File: config.mk
export PLATFORM = sky130hd
export DESIGN_NAME = cafe_dispensador
export DESIGN_NICKNAME = d
export VERILOG_FILES = /design/src/rtl/cafe_pkg.sv /design/src/rtl/cafe_temporizador.sv /design/src/rtl/cafe_dispensador.sv
export SDC_FILE = /design/constraint.sdc
export NUM_CORES = 1
export LEC_CHECK = 0
export BUFFER_PORTS_ARGS = -buffer_cell sky130_fd_sc_hd__buf_2
export CORE_UTILIZATION = 58
export DETAILED_ROUTE_END_ITERATION = 8
export GPL_ROUTABILITY_DRIVEN = 1
export PLACE_DENSITY = 0.78
export SLEW_MARGIN = 20
export SYNTH_ARGS = -nofsm -noshare
export SYNTH_HDL_FRONTEND = slang
export SYNTH_HIERARCHICAL = 1
export SYNTH_SLANG_ARGS = --single-unit
File: constraint.sdc
create_clock -name clk -period 5.25 [get_ports clk]
set_input_delay 0.525 -clock clk [delete_from_list [all_inputs] [get_ports clk]]
set_output_delay 0.525 -clock clk [all_outputs]
set_load 0.02 [all_outputs]
File: src/rtl/cafe_pkg.sv
// Shared command codes and sequencer state encodings for the coffee dispenser.
package cafe_pkg;

  localparam logic [2:0] CMD_NONE     = 3'b000;
  localparam logic [2:0] CMD_DEVOLVER = 3'b001;
  localparam logic [2:0] CMD_CAFE     = 3'b010;
  localparam logic [2:0] CMD_DOBLE    = 3'b011;

  typedef enum logic [2:0] {
    ESPERA   = 3'd0,
    IDLE     = 3'd1,
    MOLER    = 3'd2,
    CALENTAR = 3'd3,
    SERVIR   = 3'd4,
    DEVOLVER = 3'd5,
    DONE     = 3'd6,
    ERROR    = 3'd7
  } estado_t;

  function automatic int max4(input int a, input int b, input int c, input int d);
    int m;
    m = a;
    if (b > m) m = b;
    if (c > m) m = c;
    if (d > m) m = d;
    return m;
  endfunction

endpackage

File: src/rtl/cafe_temporizador.sv
// Loadable phase down-counter; holds at zero and flags it.
module cafe_temporizador #(
  parameter int W = 5
) (
  input  logic         clk,
  input  logic         rst,
  input  logic         load_i,
  input  logic [W-1:0] val_i,
  output logic         zero_o
);

  logic [W-1:0] cnt_q, cnt_d;

  always_comb begin
    cnt_d = cnt_q;
    if (load_i)            cnt_d = val_i;
    else if (cnt_q != '0)  cnt_d = cnt_q - 1'b1;
  end

  always_ff @(posedge clk or posedge rst) begin
    if (rst) cnt_q <= '0;
    else     cnt_q <= cnt_d;
  end

  assign zero_o = (cnt_q == '0);

endmodule

File: src/rtl/cafe_dispensador.sv
// Coffee actuator sequencer: grind/heat/pour or coin return, with sensor aborts.
// Optional CAFE_DOBLE_EN: command 011 pours for twice the normal time.
module cafe_dispensador
  import cafe_pkg::*;
#(
  parameter int T_MOLER    = 4,
  parameter int T_CALENTAR = 6,
  parameter int T_SERVIR   = 8,
  parameter int T_DEVOLVER = 2
) (
  input  logic       clk,
  input  logic       rst,
  input  logic [2:0] cmd,
  input  logic       ha,
  input  logic       hc,
  output logic       molino,
  output logic       calentador,
  output logic       valvula_agua,
  output logic       devolver_moneda,
  output logic       busy,
  output logic       done,
  output logic       error
);

  localparam int CW = $clog2(max4(T_MOLER, T_CALENTAR, T_SERVIR, T_DEVOLVER) * 2 + 1);

  estado_t        state_q, state_d;
  logic           load;
  logic [CW-1:0]  load_val;
  logic           zero;
  logic           es_cafe;
  logic [CW-1:0]  ld_servir;
  logic [6:0]     out_q, out_d;

`ifdef CAFE_DOBLE_EN
  logic doble_q, doble_d;
  assign es_cafe   = (cmd == CMD_CAFE) || (cmd == CMD_DOBLE);
  assign ld_servir = doble_q ? CW'(2 * T_SERVIR - 1) : CW'(T_SERVIR - 1);
  always_ff @(posedge clk or posedge rst) begin
    if (rst) doble_q <= 1'b0;
    else     doble_q <= doble_d;
  end
`else
  assign es_cafe   = (cmd == CMD_CAFE);
  assign ld_servir = CW'(T_SERVIR - 1);
`endif

  cafe_temporizador #(.W(CW)) u_tmr (
    .clk    (clk),
    .rst    (rst),
    .load_i (load),
    .val_i  (load_val),
    .zero_o (zero)
  );

  always_comb begin
    state_d  = state_q;
    load     = 1'b0;
    load_val = '0;
`ifdef CAFE_DOBLE_EN
    doble_d  = doble_q;
`endif
    case (state_q)
      ESPERA: if (cmd == CMD_NONE) state_d = IDLE;
      IDLE: begin
        if (es_cafe) begin
          if (ha && hc) begin
            state_d  = MOLER;
            load     = 1'b1;
            load_val = CW'(T_MOLER - 1);
`ifdef CAFE_DOBLE_EN
            doble_d  = (cmd == CMD_DOBLE);
`endif
          end else begin
            state_d = ERROR;
          end
        end else if (cmd == CMD_DEVOLVER) begin
          state_d  = DEVOLVER;
          load     = 1'b1;
          load_val = CW'(T_DEVOLVER - 1);
        end
      end
      // Sensor loss takes priority over a phase advance on the same edge.
      MOLER: begin
        if (!hc) state_d = ERROR;
        else if (zero) begin
          state_d  = CALENTAR;
          load     = 1'b1;
          load_val = CW'(T_CALENTAR - 1);
        end
      end
      CALENTAR: begin
        if (!ha) state_d = ERROR;
        else if (zero) begin
          state_d  = SERVIR;
          load     = 1'b1;
          load_val = ld_servir;
        end
      end
      SERVIR: begin
        if (!ha)       state_d = ERROR;
        else if (zero) state_d = DONE;
      end
      DONE:     state_d = ESPERA;
      DEVOLVER: if (zero) state_d = ESPERA;
      ERROR:    if (cmd == CMD_NONE) state_d = IDLE;
      default:  state_d = ESPERA;
    endcase
  end

  // Outputs decoded from the next state so they are registered yet change on the state edge.
  always_comb begin
    out_d    = '0;
    out_d[6] = (state_d == MOLER);
    out_d[5] = (state_d == CALENTAR);
    out_d[4] = (state_d == SERVIR);
    out_d[3] = (state_d == DEVOLVER);
    out_d[2] = (state_d == MOLER) || (state_d == CALENTAR) || (state_d == SERVIR) ||
               (state_d == DEVOLVER) || (state_d == DONE);
    out_d[1] = (state_d == DONE);
    out_d[0] = (state_d == ERROR);
  end

  always_ff @(posedge clk or posedge rst) begin
    if (rst) begin
      state_q <= ESPERA;
      out_q   <= '0;
    end else begin
      state_q <= state_d;
      out_q   <= out_d;
    end
  end

  assign {molino, calentador, valvula_agua, devolver_moneda, busy, done, error} = out_q;

endmodule

* After elaboration in Yosys (flattened, before gate mapping)
Cells that the tools add are included.
Widths: inputs -> output; s select.
** Operators by class
- Equality and inequality tests :: 15
- Reductions and logical operators :: 11
- Mux-type cells :: 29
- Add/sub/neg operators :: 1
** Operator list (count)
- $mux 3 :: 15
- $eq 3x3->1 const B :: 8
- $pmux 3 s7 :: 1
- $eq 3x2->1 const B :: 5
- $mux 5 :: 3
- $pmux 5 s3 :: 1
- $mux 1 :: 7
- $eq 3x1->1 const B :: 2
- $logic_not 3->1 :: 2
- $logic_not 5->1 :: 1
- $reduce_bool 5->1 :: 1
- $sub 5x1->5 const B :: 1
- $logic_or 1x1->1 :: 4
- $pmux 1 s3 :: 1
- $mux 2 :: 1
- $reduce_bool 2->1 :: 1
- $reduce_or 2->1 :: 1
- $logic_and 1x1->1 :: 1
** Storage, ports and cells
- Logic and storage cells :: 59
- Flip-flop bits (word level) :: 15

* Logic depth before layout (Yosys ltp)
Gate-level depths: netlist of run 1.
- Depth in word-level cells :: 9
- Gate-level depth with buffers :: 8

* Hierarchy
The synthesis of run 1 kept the hierarchy.
** By module, submodules not included
- cafe_dispensador :: cells each 61, times used 1, seq. area each 250.2 sq um, area each 626.9 sq um
- cafe_temporizador :: cells each 28, times used 1, seq. area each 125.1 sq um, area each 282.8 sq um

* Worst setup path before layout of run 1
Ideal clock, no wire load.
- Path type :: register to register
- From :: register u_tmr.cnt_q[0]
- To :: register out_q[2]
- Cell stages (with the launch flop) :: 9
- Slack :: 3.114 ns
- Clock period less this slack :: 2.136 ns
- Data arrival time :: 2.057 ns
- Required time :: 5.171 ns
- Buffers on the path :: 0
- Path through :: dfrtp_1 > inv_1 > ha_1 > nor4b_4 > nor2b_1 > o21a_1 > o32a_1 > nor2_4 > mux2i_1
** On the way
- Word-level cells in the longest chain between the ends :: 9
- Elaborated cells between the ends (all ways) :: 18
- Classes of those cells :: 5 x eq/ne; 8 x mux; 5 x reduce/logical
** Ends and longest elaborated chain
- start: declaration :: line cafe_temporizador.sv:12 : logic [W-1:0] cnt_q, cnt_d;
- start signal: assignment :: line cafe_temporizador.sv:22 : else cnt_q <= cnt_d;
- $logic_not 5->1 (*) :: line cafe_temporizador.sv:25 : assign zero_o = (cnt_q == '0);
- named net zero :: line cafe_dispensador.sv:30 : logic zero;
- $mux 3, on equally long branches :: line cafe_dispensador.sv:102, cafe_dispensador.sv:86, cafe_dispensador.sv:94
- $mux 3, on equally long branches :: line cafe_dispensador.sv:101, cafe_dispensador.sv:85, cafe_dispensador.sv:93
- $pmux 3 s7 (*) :: line cafe_dispensador.sv:63 : case (state_q)
- named net state_d[1] :: line cafe_dispensador.sv:27 : estado_t state_q, state_d;
- $eq 3x2->1 :: line cafe_dispensador.sv:118 : out_d[2] = (state_d == MOLER) || (state_d == CALENTAR) || (state_d == SERVIR) ||
- $logic_or 1x1->1 (3 in series) :: line cafe_dispensador.sv:118
- $logic_or 1x1->1 (*) :: line cafe_dispensador.sv:119 : (state_d == DEVOLVER) || (state_d == DONE);
- named net out_d[2] :: line cafe_dispensador.sv:33 : logic [6:0] out_q, out_d;
- end signal: assignment :: line cafe_dispensador.sv:130 : out_q <= out_d;
- end: declaration :: line cafe_dispensador.sv:33
Mark *: on every way through the listed nets, which the timed path passes. The rest lies on a longest branch.
A chain may end at the register's enable or synchronous reset.

* Worst setup path after layout of run 1
Same ends and word-level chain as after synthesis.

==> tab_implementation.tex, run 1 <==
\begin{tabular}{lr}
\hline
Metric & Value \\
\hline
\multicolumn{2}{l}{\textbf{Yosys}} \\
Synthesized cell area & just over 900 µm² \\
Fraction of the mapped netlist area in compound gates & 19.53\% \\
Main flop type after synthesis & sky130\_fd\_sc\_hd\_\_dfrtp\_1 \\
Number of distinct library cells after synthesis & 40 \\
Largest cells by area after synthesis & sky130\_fd\_sc\_hd\_\_dfrtp\_1 41\%, sky130\_fd\_sc\_hd\_\_xnor2\_1 3.9\%, sky130\_fd\_sc\_hd\_\_a2111oi\_4 3.0\% \\
Post-synthesis area per instance & around 10 µm² \\
Async S/R FF share, synth & between 90\% and 100\% \\
Basic-gate share of the synthesized area counting and, or, nand and nor cells & a little over a quarter \\
Arithmetic-cell share of the synthesized area counting full adders, half adders and majority gates & around 1.4\% \\
Share of the synthesized area in the top cell type & between 40\% and 50\% \\
Flip-flop and latch count after synthesis & 15 \\
Fraction of synthesized area in multiplexers & around 3.4\% \\
Sequential cell area fraction in the yosys report & between 40\% and 50\% \\
Number of flops mapped to enable cells by yosys & 0 \\
Xor and xnor area share after synthesis & under 10\% \\
Synthesized instance count & roughly 90 \\
Dominant cell type by area after synthesis & sky130\_fd\_sc\_hd\_\_dfrtp\_1 \\
Dominant combinational cell family by area after synthesis & simple AND/OR/NAND/NOR gates \\
Number of warnings reported in the yosys synthesis log & 6 \\
\multicolumn{2}{l}{\textbf{Finish}} \\
Proportion of layout cells with a drive suffix above 1 & between 20 and 30\% \\
Inserted Diodes & 0 \\
Register area & 375.4 µm² \\
FILL cells & 116 \\
Fin util & between 70\% and 80\% \\
Post-Layout Cell Count & 119 \\
Synthesis-to-layout area growth & 11.14\% \\
Area of combinational cells with multiple inputs & about 500 µm² \\
Total number of nets in the final design & roughly 110 \\
\multicolumn{2}{l}{\textbf{Critical path}} \\
Maximum fanout count along the critical path & 11 \\
Crit-path cells & inv\_1 -> ha\_1 -> nor4b\_4 -> nor2b\_1 -> o21a\_1 -> o32a\_1 -> nor2\_4 -> mux2i\_1 \\
Max stage delay cell, worst path & sky130\_fd\_sc\_hd\_\_nor4b\_4 \\
Sum of buffers and inverters on the critical path & 1 \\
Critical Path AT & 2.71 ns \\
Type of the worst setup path & reg2reg \\
Endpoint kind of the worst setup timing path & flop \\
Required time reported for the critical path endpoint & about 5.5 ns \\
Delay of the slowest critical-path stage & 0.57 ns \\
Dominant delay contributor by cell family on the critical path & simple AND/OR/NAND/NOR gates \\
Type of origin of the critical path & flop \\
\multicolumn{2}{l}{\textbf{Global route}} \\
First-pass GRT wire length & around 2900 µm \\
Total routing usage reported by global routing & between 20\% and 30\% \\
Maximum number of pins on one net before global-route repair & 14 \\
Initial antenna violation count & 0 \\
Remaining global-route overflow & 0 \\
Number of global-route vias before repair & between 600 and 700 \\
\multicolumn{2}{l}{\textbf{Clock network}} \\
Clock-pin slew on the worst setup and hold paths & $\sim$0.090 ns \\
Post-CTS Hold Fix Bufs & 0 \\
Clock tree from TritonCTS & built \\
Clock latency on the worst-skew pair & $\sim$0.28 ns \\
Maximum clock insertion buffer count & 2 \\
Number of sinks on the clock net & 15 \\
Post-CTS setup repair buffer count & 0 \\
Clock buffers created by TritonCTS & 3 \\
CTS resizes & 0 \\
Buffer type at the clock tree root & sky130\_fd\_sc\_hd\_\_clkbuf\_4 \\
H-Tree Level Count & 1 \\
\multicolumn{2}{l}{\textbf{Timing}} \\
Tightest hold margin & $\sim$0.14 ns \\
Maximum clock frequency & between 0.4 and 0.5 GHz \\
Clock Skews & between 0.01 and 0.015 ns \\
Final worst-path setup slack & about 2.8 ns \\
Final worst-path cycle share & between 40\% and 50\% \\
Setup Viol. Count Final & 0 \\
Number of max-slew violations in the final report & 0 \\
Relative slew margins & between 50\% and 60\% \\
Transition at the pin with the smallest max-transition slack & 0.6999 ns \\
Hold violation total from the final report & 0 \\
Unrepaired setup endpoints after global routing & no \\
Final period demand of the worst path & $\sim$2.5 ns \\
Setup TNS & 0 ns \\
\multicolumn{2}{l}{\textbf{Power and ir drop}} \\
Leakage power & 0.4477 nW \\
Power per Cell Area & slightly above 600 mW/mm² \\
Maximum vdd drop & 0.0004469 V \\
\multicolumn{2}{l}{\textbf{Floorplan}} \\
Placement Rows & 13 \\
Total I/O pin count & 14 \\
Die outline width & approximately 42 µm \\
Vertical die dimension & around 42 µm \\
Initial core utilization & between 60 and 70\% \\
Floorplan Core Area & between 0.001 and 0.0015 mm² \\
DIE AREA & between 0.0015 and 0.002 mm² \\
\multicolumn{2}{l}{\textbf{Drt}} \\
Total number of vias & between 600 and 700 \\
Number of nets with antenna violations after detailed routing & 0 \\
Total length of routed wires & between 1500 and 2000 µm \\
Router iterations before antenna repair & 4 \\
Iter 0 DRT Violations & 14 \\
Vias per inst & roughly 5.7 \\
Residual DRC count & 0 \\
Average routed wire per standard cell & around 14 µm \\
\multicolumn{2}{l}{\textbf{Placed design}} \\
Routability cong. & a little over 0.8 \\
Total placed cells including tap cells & around 120 \\
Estimated wirelength of the detail-placed design & 1260 µm \\
Post-Place Setup Slack & $\sim$2.9 ns \\
IO Port Bufs & 13 \\
\multicolumn{2}{l}{\textbf{Job}} \\
Max-cap viol count & 0 \\
\multicolumn{2}{l}{\textbf{Run status}} \\
Run status & finished, final reports clean \\
\multicolumn{2}{l}{\textbf{Worst hold path}} \\
Path type of the worst min-delay path & in2async \\
\hline
\end{tabular}
path summary, 6_finish.rpt:
| kind | startpoint | endpoint | slack, ns | cells after the start |
|---|---|---|---|---|
| worst min register to register | u_tmr/cnt_q[4]$_DFFE_PP0P_ | u_tmr/cnt_q[4]$_DFFE_PP0P_ | 0.63 | 2 |
| min in group clk | u_tmr/cnt_q[4]$_DFFE_PP0P_ | u_tmr/cnt_q[4]$_DFFE_PP0P_ | 0.63 | 2 |
| worst max register to register | u_tmr/cnt_q[0]$_DFFE_PP0P_ | out_q[2]$_DFF_PP0_ | 2.75 | 8 |
| worst max-delay path | u_tmr/cnt_q[0]$_DFFE_PP0P_ | out_q[2]$_DFF_PP0_ | 2.75 | 8 |
| worst min-delay path | rst | u_tmr/cnt_q[4]$_DFFE_PP0P_ | 0.14 | 2 |
| max in group asynchronous | rst | state_q[2]$_DFF_PP0_ | 4.77 | 2 |
synthesized netlist by cell type, types with 2 or more instances:
| master | n |
|---|---|
| sky130_fd_sc_hd__buf_2 | 2 |
| sky130_fd_sc_hd__o21ai_0 | 4 |
| sky130_fd_sc_hd__a21oi_1 | 3 |
| sky130_fd_sc_hd__mux2i_1 | 2 |
| sky130_fd_sc_hd__xnor2_1 | 4 |
| sky130_fd_sc_hd__nand2_1 | 6 |
| sky130_fd_sc_hd__nor3b_1 | 2 |
| sky130_fd_sc_hd__nor2_1 | 2 |
| sky130_fd_sc_hd__dfrtp_1 | 15 |
| sky130_fd_sc_hd__nand2b_1 | 3 |
| sky130_fd_sc_hd__o21a_1 | 2 |
| sky130_fd_sc_hd__o31ai_1 | 2 |
| sky130_fd_sc_hd__and3_1 | 3 |
| sky130_fd_sc_hd__o32a_1 | 2 |
| sky130_fd_sc_hd__inv_1 | 5 |
| sky130_fd_sc_hd__o21bai_1 | 2 |
| sky130_fd_sc_hd__nor2b_1 | 2 |
| sky130_fd_sc_hd__nor3_1 | 4 |
| sky130_fd_sc_hd__nand3_1 | 3 |
sequential cells by signal, indices dropped and copies added, names as in the netlist:
name         cells
state_q          3
out_q            7
u_tmr/cnt_q      5
per-layer routing:
metal | up-vias | track usage, % | share of wire, %
met1 | 322 | 30.72 | 51
met5 | - | 0 | 0
met4 | 0 | 7.742 | 0
li1 | 349 | - | -
met3 | 0 | 4.348 | 1.9
met2 | 8 | 34.69 | 47
layout make-up:
type,count,share of cell area (%)
sequential,15,37.13
clock inverter,1,0.4950
timing repair buffer,13,6.436
clock buffer,3,2.228
tap,15,1.856
multi-input combinational,66,49.63
inverter,6,2.228
where the power goes:
group | internal, W | switching (W) | total (W)
clock network | 0.0000282 | 0.0000344 | 0.0000626
logic | 0.000154 | 0.000192 | 0.000345
registers | 0.000166 | 0.0000533 | 0.000219
total | 0.000348 | 0.000279 | 0.000628
worst register-to-register path, delay by kind of cell (launching register included):
kind,cells,cell delay (ns)
buf+inv,1,0.09
simple gates,3,0.91
fa+ha+maj,1,0.21
mux,1,0.20
compound gates,2,0.61
flops,1,0.39
placed cells by master (no fill, tap or decap), drive strengths merged, types with 3 or more instances in the layout:
cell and instances:
a21oi 3, and3 3, buf 13, clkbuf 3, dfrtp 15, inv 6, nand2 6, nand2b 3
nand3 3, nor2 3, nor3 5, nor3b 3, o21ai 6, xnor2 4
cell families (layout without fill, tap and decap cells):
kind of cell | Yosys count | count (layout)
DFF | 15 | 15
buffers and inverters | 9 | 23
xor gates and xnor gates | 4 | 4
muxes | 3 | 3
adders and majority gates | 1 | 1
other | 1 | 2
AOI/OAI and AO/OA | 22 | 22
and+or+nand+nor | 34 | 34
stage by stage:
stage          instance area, µm²  total power [W]
6_report                     1011        0.0006275
4_1_cts                      1011        0.0006308
2_1_floorplan               913.4        0.0004962
3_3_place_gp                983.4        0.0005579
3_5_place_dp                983.4        0.0005654
5_1_grt                      1011        0.0006771
(Power assumes the default switching activity.)
==> run 2: changes to the inputs <==
--- a/config.mk
+++ b/config.mk
@@ -6,10 +6,10 @@
 export NUM_CORES = 1
 export LEC_CHECK = 0
 export BUFFER_PORTS_ARGS = -buffer_cell sky130_fd_sc_hd__buf_2
-export CORE_UTILIZATION = 58
+export CORE_UTILIZATION = 49
 export DETAILED_ROUTE_END_ITERATION = 8
 export GPL_ROUTABILITY_DRIVEN = 1
-export PLACE_DENSITY = 0.78
+export PLACE_DENSITY = 0.7
 export SLEW_MARGIN = 20
 export SYNTH_ARGS = -nofsm -noshare
 export SYNTH_HDL_FRONTEND = slang
==> constraint.sdc (replaced) <==
create_clock -name clk -period 2 [get_ports clk]
set_input_delay 0.2 -clock clk [delete_from_list [all_inputs] [get_ports clk]]
set_output_delay 0.2 -clock clk [all_outputs]
set_load 0.02 [all_outputs]
==> run 2 against run 1 <==
The run now ends with setup timing left; clock-buffer cell count unchanged; first-iteration DRC count down 7.1%; setup slack worse by 2.8 ns; critical path depth unchanged; sequential power rose to 2.5 times the previous value; final cell count up 20%; fmax up 23%; via count up 14%; critical path type unchanged; highest routed layer is now met4.
==> tab_implementation.tex, run 2 (synthesized netlist as in run 1, its figures left out) <==
\begin{tabular}{lr}
\hline
Metric & Value \\
\hline
\multicolumn{2}{l}{\textbf{Power and ir drop}} \\
Power per Cell Area & about 1600 mW/mm² \\
Leakage power & between 0.5 and 0.6 nW \\
Maximum vdd drop & 0.001078 V \\
\multicolumn{2}{l}{\textbf{Finish}} \\
Fin util & roughly two thirds \\
Inserted Diodes & 0 \\
Post-Layout Cell Count & $\sim$140 \\
FILL cells & between 100 and 150 \\
Total number of nets in the final design & approximately 130 \\
Register area & between 300 and 400 µm² \\
Number of flip-flops under the largest register name & 7 \\
Post-route cell area & approximately 0.0012 mm² \\
Synthesis-to-layout area growth & 30.12\% \\
Area of combinational cells with multiple inputs & about 550 µm² \\
Top Registers & out\_q x7, u\_tmr/cnt\_q x5, state\_q x3 \\
Commonest cells after routing, fill and taps aside & 15 x sky130\_fd\_sc\_hd\_\_dfrtp\_1, 13 x sky130\_fd\_sc\_hd\_\_buf\_2, 13 x sky130\_fd\_sc\_hd\_\_buf\_4, 5 x sky130\_fd\_sc\_hd\_\_nand2\_1 \\
Register ranked first by flip-flop count & out\_q \\
Most frequent standard cell in the layout excluding fill and tap cells & sky130\_fd\_sc\_hd\_\_dfrtp\_1 \\
Proportion of layout cells with a drive suffix above 1 & a little over two fifths \\
\multicolumn{2}{l}{\textbf{Drt}} \\
Vias per inst & between 5 and 6 \\
Average routed wire per standard cell & $\sim$14 µm \\
Router iterations before antenna repair & 4 \\
Total number of vias & between 700 and 800 \\
Residual DRC count & 0 \\
Total length of routed wires & 2010 µm \\
Iter 0 DRT Violations & 13 \\
Number of nets with antenna violations after detailed routing & 0 \\
\multicolumn{2}{l}{\textbf{Floorplan}} \\
Floorplan Core Area & around 0.0017 mm² \\
Total I/O pin count & 14 \\
Initial core utilization & 52.68\% \\
Placement Rows & 15 \\
DIE AREA & approximately 0.002 mm² \\
Die outline width & between 40 and 50 µm \\
Vertical die dimension & between 40 and 50 µm \\
\multicolumn{2}{l}{\textbf{Global route}} \\
Initial antenna violation count & 0 \\
Remaining global-route overflow & 0 \\
Number of global-route vias before repair & $\sim$720 \\
First-pass GRT wire length & 3077 µm \\
Total routing usage reported by global routing & approximately a fifth \\
Maximum number of pins on one net before global-route repair & 11 \\
\multicolumn{2}{l}{\textbf{Critical path}} \\
Type of the worst setup path & reg2reg \\
Worst setup startpoint & u\_tmr/cnt\_q[0]\$\_DFFE\_PP0P\_ \\
Start of the worst register-to-register path & u\_tmr/cnt\_q[0]\$\_DFFE\_PP0P\_ \\
Required time reported for the critical path endpoint & $\sim$2.2 ns \\
Endpoint kind of the worst setup timing path & flop \\
Maximum fanout count along the critical path & 6 \\
Type of origin of the critical path & flop \\
Critical Path AT & between 2 and 2.5 ns \\
\multicolumn{2}{l}{\textbf{Placed design}} \\
Total placed instance area & roughly 0.0011 mm² \\
Total placed cells including tap cells & approximately 130 \\
IO Port Bufs & 13 \\
Routability cong. & between 0.8 and 0.9 \\
Post-Place Setup Slack & -0.01419 ns \\
Estimated wirelength of the detail-placed design & between 1000 and 1500 µm \\
\multicolumn{2}{l}{\textbf{Clock network}} \\
Number of sinks on the clock net & 15 \\
Clock buffers created by TritonCTS & 3 \\
Maximum clock insertion buffer count & 2 \\
Clock tree from TritonCTS & built \\
Clock-pin slew on the worst setup and hold paths & roughly 0.090 ns \\
Buffer type at the clock tree root & sky130\_fd\_sc\_hd\_\_clkbuf\_4 \\
H-Tree Level Count & 1 \\
Clock latency on the worst-skew pair & between 0.2 and 0.3 ns \\
\multicolumn{2}{l}{\textbf{Job}} \\
Max-cap viol count & 0 \\
\multicolumn{2}{l}{\textbf{Timing}} \\
Maximum clock frequency & 0.4940 GHz \\
Final worst-path setup slack & -0.02437 ns \\
Setup Viol. Count Final & 2 \\
Tightest hold margin & 0.3742 ns \\
Final worst-path cycle share & 101.2\% \\
Number of max-slew violations in the final report & 0 \\
Clock Skews & between 0.0015 and 0.002 ns \\
Hold violation total from the final report & 0 \\
Unrepaired setup endpoints after global routing & yes \\
Final period demand of the worst path & between 2 and 2.5 ns \\
\multicolumn{2}{l}{\textbf{Run status}} \\
Run status & finished, violations left \\
Failing checks & setup timing \\
\multicolumn{2}{l}{\textbf{Worst hold path}} \\
Path type of the worst min-delay path & in2async \\
\hline
\end{tabular}
[run 2: worst paths after layout]
check,end,slack (ns),cells after the start
hold reg to reg,u_tmr/cnt_q[4]$_DFFE_PP0P_,0.62,2
min in group clk,u_tmr/cnt_q[0]$_DFFE_PP0P_,0.46,5
max in group asynchronous,state_q[2]$_DFF_PP0_,1.29,3
setup reg to reg,out_q[5]$_DFF_PP0_,-0.02,8
setup / recovery,out_q[5]$_DFF_PP0_,-0.02,8
hold / removal,u_tmr/cnt_q[4]$_DFFE_PP0P_,0.37,3
[run 2: cell type report]
cell class | instances | area share [%]
multi-input combinational | 66 | 46.62
sequential | 15 | 31.71
timing repair buffer | 27 | 14.59
tap | 25 | 2.643
clock buffer | 3 | 1.903
inverter | 6 | 1.903
clock inverter | 1 | 0.6342
[run 2: what timing repair did]
item	CTS	global route
setup buffers	3	3
pin swaps	2	4
endpoints found under the setup margin	6	12
hold buffers	1	0
endpoints found under the hold margin	15	0
resized for setup	2	5
[run 2: where the power goes]
part	switching, W	leakage [nW]	internal [W]	total [W]
clock network	0.000103	0.0139	0.0000760	0.000179
logic	0.000634	0.312	0.000571	0.00121
registers	0.000115	0.189	0.000437	0.000552
total	0.000853	0.515	0.00108	0.00194
[run 2: per-layer routing]
layer	vias up	part of all wire (%)	wire length [µm]	global-route usage, %
met5	-	0	0	0
met1	375	41	834	25.83
met2	16	54	1091	35.36
li1	378	-	-	-
met3	2	3.7	75	5.600
met4	0	0.45	9	5.455
[run 2: through the flow]
step	power, W	TNS (ns)
6_report	0.001937	-0.04407
5_1_grt	0.002078	-0.6219
4_1_cts	0.001830	-0.02369
3_5_place_dp	0.001586	-0.03060
3_3_place_gp	0.001556	0
2_1_floorplan	0.001331	-0.01986
[run 2: critical path, cell delays in order, from the launching register on]
cell	delay (ns)
sky130_fd_sc_hd__dfrtp_1	0.41
sky130_fd_sc_hd__inv_2	0.09
sky130_fd_sc_hd__ha_4	0.13
sky130_fd_sc_hd__nor4b_4	0.29
sky130_fd_sc_hd__nor2b_2	0.10
sky130_fd_sc_hd__o21a_1	0.18
sky130_fd_sc_hd__o32a_1	0.40
sky130_fd_sc_hd__nor2_4	0.17
sky130_fd_sc_hd__and3_1	0.20
==> run 3: changes to the inputs <==
--- a/config.mk
+++ b/config.mk
@@ -6,10 +6,11 @@
 export NUM_CORES = 1
 export LEC_CHECK = 0
 export BUFFER_PORTS_ARGS = -buffer_cell sky130_fd_sc_hd__buf_2
-export CORE_UTILIZATION = 49
+export CORE_MARGIN = 4
+export CORE_UTILIZATION = 58
 export DETAILED_ROUTE_END_ITERATION = 8
 export GPL_ROUTABILITY_DRIVEN = 1
-export PLACE_DENSITY = 0.7
+export PLACE_DENSITY = 0.79
 export SLEW_MARGIN = 20
 export SYNTH_ARGS = -nofsm -noshare
 export SYNTH_HDL_FRONTEND = slang
==> constraint.sdc (replaced) <==
create_clock -name clk -period 2.35 [get_ports clk]
set_input_delay 0.235 -clock clk [delete_from_list [all_inputs] [get_ports clk]]
set_output_delay 0.235 -clock clk [all_outputs]
set_load 0.02 [all_outputs]
==> run 3 against run 2 <==
The flow now finishes without violations; clock power is 22% lower; global-route usage is 2.7 points lower; final area is 9.6% lower; sequential share of layout area is 3.4 points higher; sequential cell count stayed put; register-to-register slack better by 0.11 ns; wire length is 11% lower; setup slack better by 0.11 ns; first-iteration DRC count is 31% higher; critical path type unchanged; largest cell class unchanged.
==> tab_implementation.tex, run 3 (synthesized netlist as in run 1, its figures left out) <==
\begin{tabular}{lr}
\hline
Metric & Value \\
\hline
\multicolumn{2}{l}{\textbf{Run status}} \\
Run status & finished, final reports clean \\
\multicolumn{2}{l}{\textbf{Critical path}} \\
Critical Path AT & approximately 2.5 ns \\
Type of the worst setup path & reg2reg \\
Endpoint kind of the worst setup timing path & flop \\
Crit-path cells & inv\_1 -> ha\_1 -> nor4b\_4 -> nor2b\_1 -> o21a\_1 -> o32a\_1 -> nor2\_4 -> mux2i\_1 \\
Required time reported for the critical path endpoint & 2.55 ns \\
Type of origin of the critical path & flop \\
Delay of the slowest critical-path stage & around 0.4 ns \\
FF-to-FF setup slack & slightly below 0.09 ns \\
Maximum fanout count along the critical path & 6 \\
Length in cells of the worst reg-to-reg path & 8 \\
Max stage delay cell, worst path & sky130\_fd\_sc\_hd\_\_dfrtp\_1 \\
\multicolumn{2}{l}{\textbf{Worst hold path}} \\
Path type of the worst min-delay path & in2async \\
\multicolumn{2}{l}{\textbf{Drt}} \\
Router iterations before antenna repair & 4 \\
Residual DRC count & 0 \\
Iter 0 DRT Violations & 17 \\
Total length of routed wires & around 1800 µm \\
Average routed wire per standard cell & 14.13 µm \\
Total number of vias & 724 \\
Vias per inst & roughly 5.7 \\
Number of nets with antenna violations after detailed routing & 0 \\
\multicolumn{2}{l}{\textbf{Placed design}} \\
Post-Place Setup Slack & 0.07907 ns \\
Total placed instance area & around 990 µm² \\
IO Port Bufs & 13 \\
Routability cong. & 0.8807 \\
Estimated wirelength of the detail-placed design & about 1300 µm \\
\multicolumn{2}{l}{\textbf{Floorplan}} \\
Initial core utilization & 61.09\% \\
DIE AREA & $\sim$0.0023 mm² \\
Vertical die dimension & 47.60 µm \\
Placement Rows & 14 \\
Floorplan Core Area & approximately 0.0015 mm² \\
Die outline width & about 48 µm \\
Total I/O pin count & 14 \\
\multicolumn{2}{l}{\textbf{Timing}} \\
Setup Viol. Count Final & 0 \\
Final worst-path cycle share & 96.31\% \\
Maximum clock frequency & around 0.44 GHz \\
Final period demand of the worst path & around 2.3 ns \\
Final worst-path setup slack & $\sim$0.087 ns \\
Hold violation total from the final report & 0 \\
Clock Skews & just under 0.0009 ns \\
Number of max-slew violations in the final report & 0 \\
\multicolumn{2}{l}{\textbf{Global route}} \\
Number of global-route vias before repair & roughly 650 \\
Total routing usage reported by global routing & 18.03\% \\
Initial antenna violation count & 0 \\
Maximum number of pins on one net before global-route repair & 14 \\
First-pass GRT wire length & about 2800 µm \\
Remaining global-route overflow & 0 \\
\multicolumn{2}{l}{\textbf{Clock network}} \\
Buffer type at the clock tree root & sky130\_fd\_sc\_hd\_\_clkbuf\_4 \\
Clock latency on the worst-skew pair & between 0.2 and 0.3 ns \\
Maximum clock insertion buffer count & 2 \\
Clock tree from TritonCTS & built \\
H-Tree Level Count & 1 \\
Clock-pin slew on the worst setup and hold paths & around 0.080 ns \\
Number of sinks on the clock net & 15 \\
Clock buffers created by TritonCTS & 3 \\
\multicolumn{2}{l}{\textbf{Power and ir drop}} \\
Maximum vdd drop & 0.0008723 V \\
Leakage power & 0.4845 nW \\
Power per Cell Area & 1362 mW/mm² \\
Total power & $\sim$0.0015 W \\
\multicolumn{2}{l}{\textbf{Finish}} \\
FILL cells & approximately 110 \\
Inserted Diodes & 0 \\
Total number of nets in the final design & between 100 and 150 \\
Most frequent standard cell in the layout excluding fill and tap cells & sky130\_fd\_sc\_hd\_\_dfrtp\_1 \\
Register ranked first by flip-flop count & out\_q \\
Synthesis-to-layout area growth & 17.61\% \\
Post-route cell area & approximately 0.0011 mm² \\
Commonest cells after routing, fill and taps aside & 15 x sky130\_fd\_sc\_hd\_\_dfrtp\_1, 13 x sky130\_fd\_sc\_hd\_\_buf\_2, 6 x sky130\_fd\_sc\_hd\_\_nand2\_1, 5 x sky130\_fd\_sc\_hd\_\_inv\_1, 5 x sky130\_fd\_sc\_hd\_\_buf\_4 \\
Top Registers & out\_q x7, u\_tmr/cnt\_q x5, state\_q x3 \\
Proportion of layout cells with a drive suffix above 1 & a little under a third \\
Number of flip-flops under the largest register name & 7 \\
\multicolumn{2}{l}{\textbf{Job}} \\
Max-cap viol count & 0 \\
\hline
\end{tabular}
## run 3: final cells by class
cell class              count  area [µm²]  share of cell area (%)
repair buffers             19       112.6                   10.53
well taps                  16       20.02                   1.871
clock inverters             1       5.005                  0.4678
flip-flops and latches     15       375.4                   35.09
inverters                   6       22.52                   2.105
clock buffers               3       22.52                   2.105
multi-input cells          66       511.7                   47.84
## run 3: worst paths after layout
path                                             from                          to
max                        u_tmr/cnt_q[0]$_DFFE_PP0P_          out_q[2]$_DFF_PP0_
min                                               rst  u_tmr/cnt_q[0]$_DFFE_PP0P_
max reg2reg                u_tmr/cnt_q[0]$_DFFE_PP0P_          out_q[2]$_DFF_PP0_
min reg2reg                u_tmr/cnt_q[4]$_DFFE_PP0P_  u_tmr/cnt_q[4]$_DFFE_PP0P_
max in group asynchronous                         rst          out_q[2]$_DFF_PP0_
min in group clk                                   hc  u_tmr/cnt_q[2]$_DFFE_PP0P_
## run 3: routing by layer
layer	track usage, %	wire [µm]
met5	0	0
met4	9.140	12
met3	3.008	71
met2	28.61	898
met1	23.71	799
## run 3: power breakdown
group / internal (W) / total, W / switching (W)
Combinational: 0.000378 / 0.000822 / 0.000444
Sequential: 0.000372 / 0.000495 / 0.000124
Clock: 0.0000631 / 0.000140 / 0.0000768
Total: 0.000813 / 0.00146 / 0.000644
## run 3: stage by stage
stage | hold slack [ns] | utilization (%) | cells | TNS (ns)
after floorplan | 0.01352 | - | 90 | 0
after global placement | 0.1405 | 66.64 | 117 | 0
after detailed placement | 0.1506 | 66.64 | 117 | 0
after CTS | 0.4044 | 69.16 | 122 | 0
after global routing | 0.4245 | 71.85 | 126 | -0.1222
final | 0.4146 | 71.85 | 126 | 0
## run 3: what timing repair did
action | in CTS | in global routing
hold buffers | 1 | 0
endpoints found under the setup margin | 0 | 12
resized for setup | 0 | 2
buffers inserted | 0 | 4
endpoints found under the hold margin | 15 | 0
## run 3: critical path, delay by kind of cell (launching register included)
kind                       cells  cell delay, ns
buffers and inverters          1            0.10
adders and majority gates      1            0.23
muxes                          1            0.19
AOI/OAI and AO/OA              2            0.59
and+or+nand+nor                3            0.68
DFF                            1            0.40
